`src/rtl/program_counter16.sv`:
```
// Fetch-address register with inc/load/call/ret and a circular return-address stack; optional sticky err via PC_STACK_ERR_EN.
// Latency: controls sampled on a rising edge, out/depth/err updated by that edge (all registered).
// Backpressure: stall freezes all state; clr overrides stall; one action per edge, clr>stall>ret>call>load>inc.
module program_counter16 #(
    parameter int WIDTH = 16,
    parameter int DEPTH = 4
) (
    input  logic                     clk,
    input  logic                     rst_n,
    input  logic [WIDTH-1:0]         in,
    input  logic                     load,
    input  logic                     inc,
    input  logic                     call,
    input  logic                     ret,
    input  logic                     clr,
    input  logic                     stall,
    output logic [WIDTH-1:0]         out,
    output logic [$clog2(DEPTH):0]   depth
`ifdef PC_STACK_ERR_EN
    ,
    output logic                     err
`endif
);

    localparam int PW = $clog2(DEPTH);
    localparam logic [PW:0]      FULL = (PW+1)'(DEPTH);
    localparam logic [PW:0]      EMPTY = '0;
    localparam logic [WIDTH-1:0] ONE = WIDTH'(1);

    logic [WIDTH-1:0] stack [DEPTH];
    logic [PW-1:0]    top;

    // top always names the most recent push; a push when full overwrites the oldest slot
    always_ff @(posedge clk or negedge rst_n) begin
        if (!rst_n) begin
            out   <= '0;
            depth <= '0;
            top   <= '0;
            for (int i = 0; i < DEPTH; i++) begin
                stack[i] <= '0;
            end
        end else if (clr) begin
            out   <= '0;
            depth <= '0;
            top   <= '0;
        end else if (!stall) begin
            if (ret) begin
                if (depth != EMPTY) begin
                    out   <= stack[top];
                    top   <= top - 1'b1;
                    depth <= depth - 1'b1;
                end
            end else if (call) begin
                stack[top + 1'b1] <= out + ONE;
                top               <= top + 1'b1;
                out               <= in;
                if (depth != FULL) begin
                    depth <= depth + 1'b1;
                end
            end else if (load) begin
                out <= in;
            end else if (inc) begin
                out <= out + ONE;
            end
        end
    end

`ifdef PC_STACK_ERR_EN
    always_ff @(posedge clk or negedge rst_n) begin
        if (!rst_n) begin
            err <= 1'b0;
        end else if (clr) begin
            err <= 1'b0;
        end else if (!stall) begin
            if (ret && depth == EMPTY) begin
                err <= 1'b1;
            end else if (!ret && call && depth == FULL) begin
                err <= 1'b1;
            end
        end
    end
`endif

endmodule
```
`config.mk`:
```
export PLATFORM = sky130hd
export DESIGN_NAME = program_counter16
export DESIGN_NICKNAME = d
export VERILOG_FILES = /design/src/rtl/program_counter16.sv
export SDC_FILE = /design/constraint.sdc
export NUM_CORES = 1
export LEC_CHECK = 0
export BUFFER_PORTS_ARGS = -buffer_cell sky130_fd_sc_hd__buf_2
export CORE_MARGIN = 4
export CORE_UTILIZATION = 50
export DETAILED_ROUTE_END_ITERATION = 10
export GPL_TIMING_DRIVEN = 0
export PLACE_DENSITY = 0.77
export SLEW_MARGIN = 15
export SYNTH_ARGS = -nofsm -noshare
export SYNTH_HDL_FRONTEND = slang
export SYNTH_SLANG_ARGS = --single-unit
```
`constraint.sdc`:
```
create_clock -name clk -period 4.6 [get_ports clk]
set_input_delay 1.15 -clock clk [delete_from_list [all_inputs] [get_ports clk]]
set_output_delay 1.15 -clock clk [all_outputs]
set_load 0.02 [all_outputs]
```
==> impl_metrics.toml, run 1 <==
[global_routing]
grt_pass1_vias = 3611
antenna_found_initial = 0
grt_pass1_wl_um = 18600
grt.total_usage_pct = 23.8
grt_max_degree = 48
overflow = 0

[synth]
yosysSeqAreaShare_pct = 49.8
syn-num-nets = 458
syn_area_um2 = 4270
syn_area_per_cell_um2 = 9.99
synthesis.instances = 428
ys_seq_elements = 85
async_reset_ff_share_pct = 100
yosys_warnings = 0
ys_types = 53
synth_ff_type = "dfrtp_1"
synth_edf_count = 0

[critical_path]
reg2reg_from = "top[1]"
timing.reg2reg.setup_slack_ns = 1.92
critical_path_arrival_ns = 3.05
endpoint_kind = "flip-flop"
setup.worst_path.start_class = "input pin"
worst-r2r-cell-count = 8
critPathSlowestCell = "or4b_1"
cp-endpoint = "out[2]"
cp.depth = 9
cp_max_fo = 10
reg2reg_to = "stack[31]"
startpoint = "ret"
crit_buf_inv = 4
worstSetupPathType = "input pin to flip-flop"
crit_chain = "buf_2, buf_2, or4b_1, a21oi_2, or2_2, buf_2, buf_2, nand2_1, o21ai_0"
critical_path.max_stage_delay_ns = 0.53
critPathTopFamily = "simple AND/OR/NAND/NOR gates"
crit_required_ns = 4.88
cpMostUsedCell = "buf_2"

[cells_and_area]
n_antenna_cell = 0
final_nets = 511
final_util_pct = 59.0
area_growth_pct = 13.9
n_fill_cell = 696
layout.cells.most_common_list = "nand2_1, dfrtp_1, o21ai_0"
drive_above_1_share_pct = 20.6
final_common_cell = "nand2_1"
final_cells = 591

[die]
core_area_um2 = 8260
chipWidth_um = 100
initial_core_util_pct = 51.8
die_y_um = 100
ios = 43
dieArea_um2 = 10100
num_rows = 33

[power]
p_per_area_nw_per_um2 = 380
max-vdd-ir-drop_v = 0.000170
p_leak_uw = 0.00216

[run]
cap_violations = 0

[worst_hold_path]
hold_path.class = "flip-flop to flip-flop"

[clocking]
cts_tree = "yes"
cts_made_buffers = 9
cts_max_level = 3
cts_max_path_buffers = 2
clock-root-buffer = "clkbuf_8"
post_cts_buffers = 0
clk_pin_slew_ns = 0.10
cts_hold_repair.buffers = 0
cts.repair.resized = 0
cts.sinks = 85
insertion_delay_ns = 0.37

[timing]
period_minus_slack_ns = 2.76
timing.fmax_mhz = 362
worstMarginPinSlew_ns = 0.836
hold_violations = 0
relSlewSlack_pct = 43.4
drv_slew = 0
finalSetupViolCount = 0
fin_crit_sh_pct = 60.1
finalClockSkew_ns = 0.0187
tns_ns = 0
rsz0062_at_grt = "no"

[route]
num_vias = 3632
ant_nets = 0
drt_iter0_drc = 320
vias_per_cell = 6.15
wl_per_cell_um = 19.2
wirelength_um = 11400
route.detailed.drc = 0
first_pass_iters = 5

[placement]
place_inst = 575
portBuffers = 41
place.gp.congestion = 0.907
dp_hpwl_um = 8230

[status]
status = "completed"
==> how the worst min path moves through the flow <==
stage / from / endpoint / slack [ns] / cells after the start
after floorplan: stack[16] / stack[16] / 0.44 / 2
after global placement: stack[40] / stack[40] / 0.46 / 2
after detailed placement: stack[54] / stack[54] / 0.47 / 2
after CTS: stack[28] / stack[28] / 0.49 / 2
after global routing: stack[59] / stack[59] / 0.50 / 2
final: stack[61] / stack[61] / 0.49 / 2
==> report_power, final <==
part / switching, µW / internal, µW
sequential: 68.9 / 830
combinational: 205 / 144
clock: 288 / 315
total: 563 / 1290
==> layout make-up <==
type	count	area, µm²	share of cell area (%)
sequential	85	2130	43.7
inverter	7	26.3	0.540
tap	105	131	2.70
timing repair buffer	42	235	4.83
buffer	28	123	2.52
clock buffer	9	124	2.54
clock inverter	7	105	2.16
multi-input combinational	308	2000	41.0
==> tightest hold or removal path: stages, from the launching register on <==
cell and delay (ns):
dfrtp_1 0.35, nand2_1 0.04, o21ai_0 0.06
==> synthesized netlist by cell type (5+ instances only) <==
| cell type | number | area [µm²] |
|---|---|---|
| a21oi_1 | 6 | 30.0 |
| buf_2 | 8 | 40.0 |
| o21ai_0 | 73 | 365 |
| mux2_2 | 5 | 56.3 |
| inv_1 | 6 | 22.5 |
| nand3_1 | 6 | 30.0 |
| nor3_1 | 10 | 50.1 |
| nor2_1 | 21 | 78.8 |
| dfrtp_1 | 85 | 2130 |
| ha_1 | 5 | 62.6 |
| a32oi_1 | 7 | 61.3 |
| clkbuf_1 | 19 | 71.3 |
| mux4_2 | 16 | 360 |
| nand2_1 | 89 | 334 |
| xor2_1 | 5 | 43.8 |
| xnor2_1 | 6 | 52.6 |
==> metal layers <==
layer  GRT usage, %  part of all wire (%)
met5              0                     0
met4           8.70                   1.7
met3           2.70                   6.0
met2           39.3                    51
met1           32.6                    41
==> state kept, by name, summed over array words and instances, names as in the netlist <==
signal / cells
out: 16
top: 2
depth: 3
stack: 64
==> through the flow <==
step / total power (µW) / setup slack, ns / area (µm²) / hold WS [ns]
2_1_floorplan: 1130 / 1.91 / 4270 / 0.445
3_3_place_gp: 1240 / 1.52 / 4610 / 0.457
3_5_place_dp: 1260 / 1.49 / 4640 / 0.469
4_1_cts: 1860 / 1.87 / 4870 / 0.490
5_1_grt: 1940 / 1.71 / 4870 / 0.502
6_report: 1850 / 1.84 / 4870 / 0.486
==> cells by family after synthesis <==
| kind of cell | count (synthesis) | synth area share [%] |
|---|---|---|
| and+or+nand+nor | 150 | 15.5 |
| AOI/OAI and AO/OA | 119 | 17.1 |
| DFF | 85 | 49.8 |
| buffers and inverters | 35 | 3.48 |
| muxes | 22 | 9.98 |
| xor gates and xnor gates | 11 | 2.25 |
| adders and majority gates | 6 | 1.93 |
(Power assumes the default switching activity.)
==> run 2, diff against run 1 <==
==> constraint.sdc (replaced) <==
create_clock -name clk -period 2.8 [get_ports clk]
set_input_delay 0.7 -clock clk [delete_from_list [all_inputs] [get_ports clk]]
set_output_delay 0.7 -clock clk [all_outputs]
set_load 0.02 [all_outputs]
==> impl_metrics.toml, run 2 (synthesis results as in run 1) <==
[route]
num_vias = 3621
ant_nets = 0
wl_per_cell_um = 19.3
wirelength_um = 11400
vias_per_cell = 6.13
route.detailed.drc = 0
first_pass_iters = 5
drt_iter0_drc = 320

[global_routing]
grt_pass1_wl_um = 18600
grt_max_degree = 48
overflow = 0
grt_pass1_vias = 3611
grt.total_usage_pct = 23.8
antenna_found_initial = 0

[clocking]
clk_pin_slew_ns = 0.10
insertion_delay_ns = 0.37
cts.sinks = 85
clock-root-buffer = "clkbuf_8"
cts_max_path_buffers = 2
cts_tree = "yes"
cts_max_level = 3
post_cts_buffers = 0
cts_made_buffers = 9

[critical_path]
crit_buf_inv = 0
crit_chain = "ha_1, nand3_1, or4_1, and2_1, nor2_1, o21ai_0"
endpoint_kind = "flip-flop"
cp_max_fo = 10
critical_path_arrival_ns = 2.69
crit_required_ns = 3.03
critPathSlowestCell = "or4_1"
critPathTopFamily = "simple AND/OR/NAND/NOR gates"
worstSetupPathType = "flip-flop to flip-flop"
critical_path.max_stage_delay_ns = 0.60
setup.worst_path.start_class = "flip-flop"

[die]
core_area_um2 = 8260
die_y_um = 100
num_rows = 33
dieArea_um2 = 10100
chipWidth_um = 100
initial_core_util_pct = 51.8
ios = 43

[cells_and_area]
final_cells = 591
n_antenna_cell = 0
final_nets = 511
layout.cells.most_common_list = "nand2_1, dfrtp_1, o21ai_0"
stdcell_area_um2 = 4870
largest_register = "stack"
final_common_cell = "nand2_1"
reg_top3 = "stack (64), out (16), depth (3)"
n_fill_cell = 695
area_growth_pct = 14.0
drive_above_1_share_pct = 20.8
largest_reg_flops = 64

[power]
max-vdd-ir-drop_v = 0.000280
p_leak_uw = 0.00216
p_per_area_nw_per_um2 = 625

[worst_hold_path]
hold_path.class = "input pin to asynchronous set/reset pin"

[placement]
place_area_um2 = 4640
pre_cts_slack_ns = 0.140
portBuffers = 41
place.gp.congestion = 0.907
place_inst = 575
dp_hpwl_um = 8230

[timing]
relSlewSlack_pct = 43.1
tns_ns = 0
fin_crit_sh_pct = 88.1
rsz0062_at_grt = "no"
timing.fmax_mhz = 405
worstMarginPinSlew_ns = 0.841
layout_setup_ws_ns = 0.334
period_minus_slack_ns = 2.47
finalSetupViolCount = 0
drv_slew = 0
finalClockSkew_ns = 0.0190
hold_violations = 0
fin_hold_ws_ns = 0.306

[status]
status = "completed"

[run]
cap_violations = 0
## run 2: layer usage
layer	track usage (%)	vias to the layer above	wire length, µm
met2	39.3	159	5780
met1	32.6	1803	4740
met5	0	-	0
li1	-	1637	-
met3	2.70	22	661
met4	8.70	0	192
## run 2: layout make-up
type / instances / area, µm² / share of cell area [%]
multi-input cells: 308 / 2000 / 41.0
clock inverters: 7 / 105 / 2.16
inverters: 7 / 26.3 / 0.539
well taps: 105 / 131 / 2.70
plain buffers: 28 / 124 / 2.54
flip-flops and latches: 85 / 2130 / 43.7
clock buffers: 9 / 124 / 2.54
repair buffers: 42 / 235 / 4.83
## run 2: through the flow
stage          util (%)  total power, µW
6_report           59.0             3050
5_1_grt            59.0             3190
4_1_cts            59.0             3050
3_5_place_dp       56.2             2070
3_3_place_gp       55.8             2030
2_1_floorplan         -             1860
## run 2: where the power goes
group	leakage, µW	switching [µW]	internal, µW
Clock	0.000118	477	518
Sequential	0.00116	114	1360
Combinational	0.000879	337	237
## run 2: worst paths after layout
path                            slack [ns]   endpoint  cells past startpoint  startpoint
worst min-delay path                  0.31     top[1]                      1       rst_n
worst max register to register        0.33  stack[44]                      6      out[0]
worst max-delay path                  0.33  stack[44]                      6      out[0]
min in group clk                      0.49  stack[54]                      2   stack[54]
max in group asynchronous             1.88  stack[55]                      2       rst_n
worst min register to register        0.49  stack[54]                      2   stack[54]
## run 2: timing repair
item / in CTS / in global routing
gates resized for setup: 0 / 2
hold buffers: 0 / 0
endpoints found under the setup margin: 0 / 28
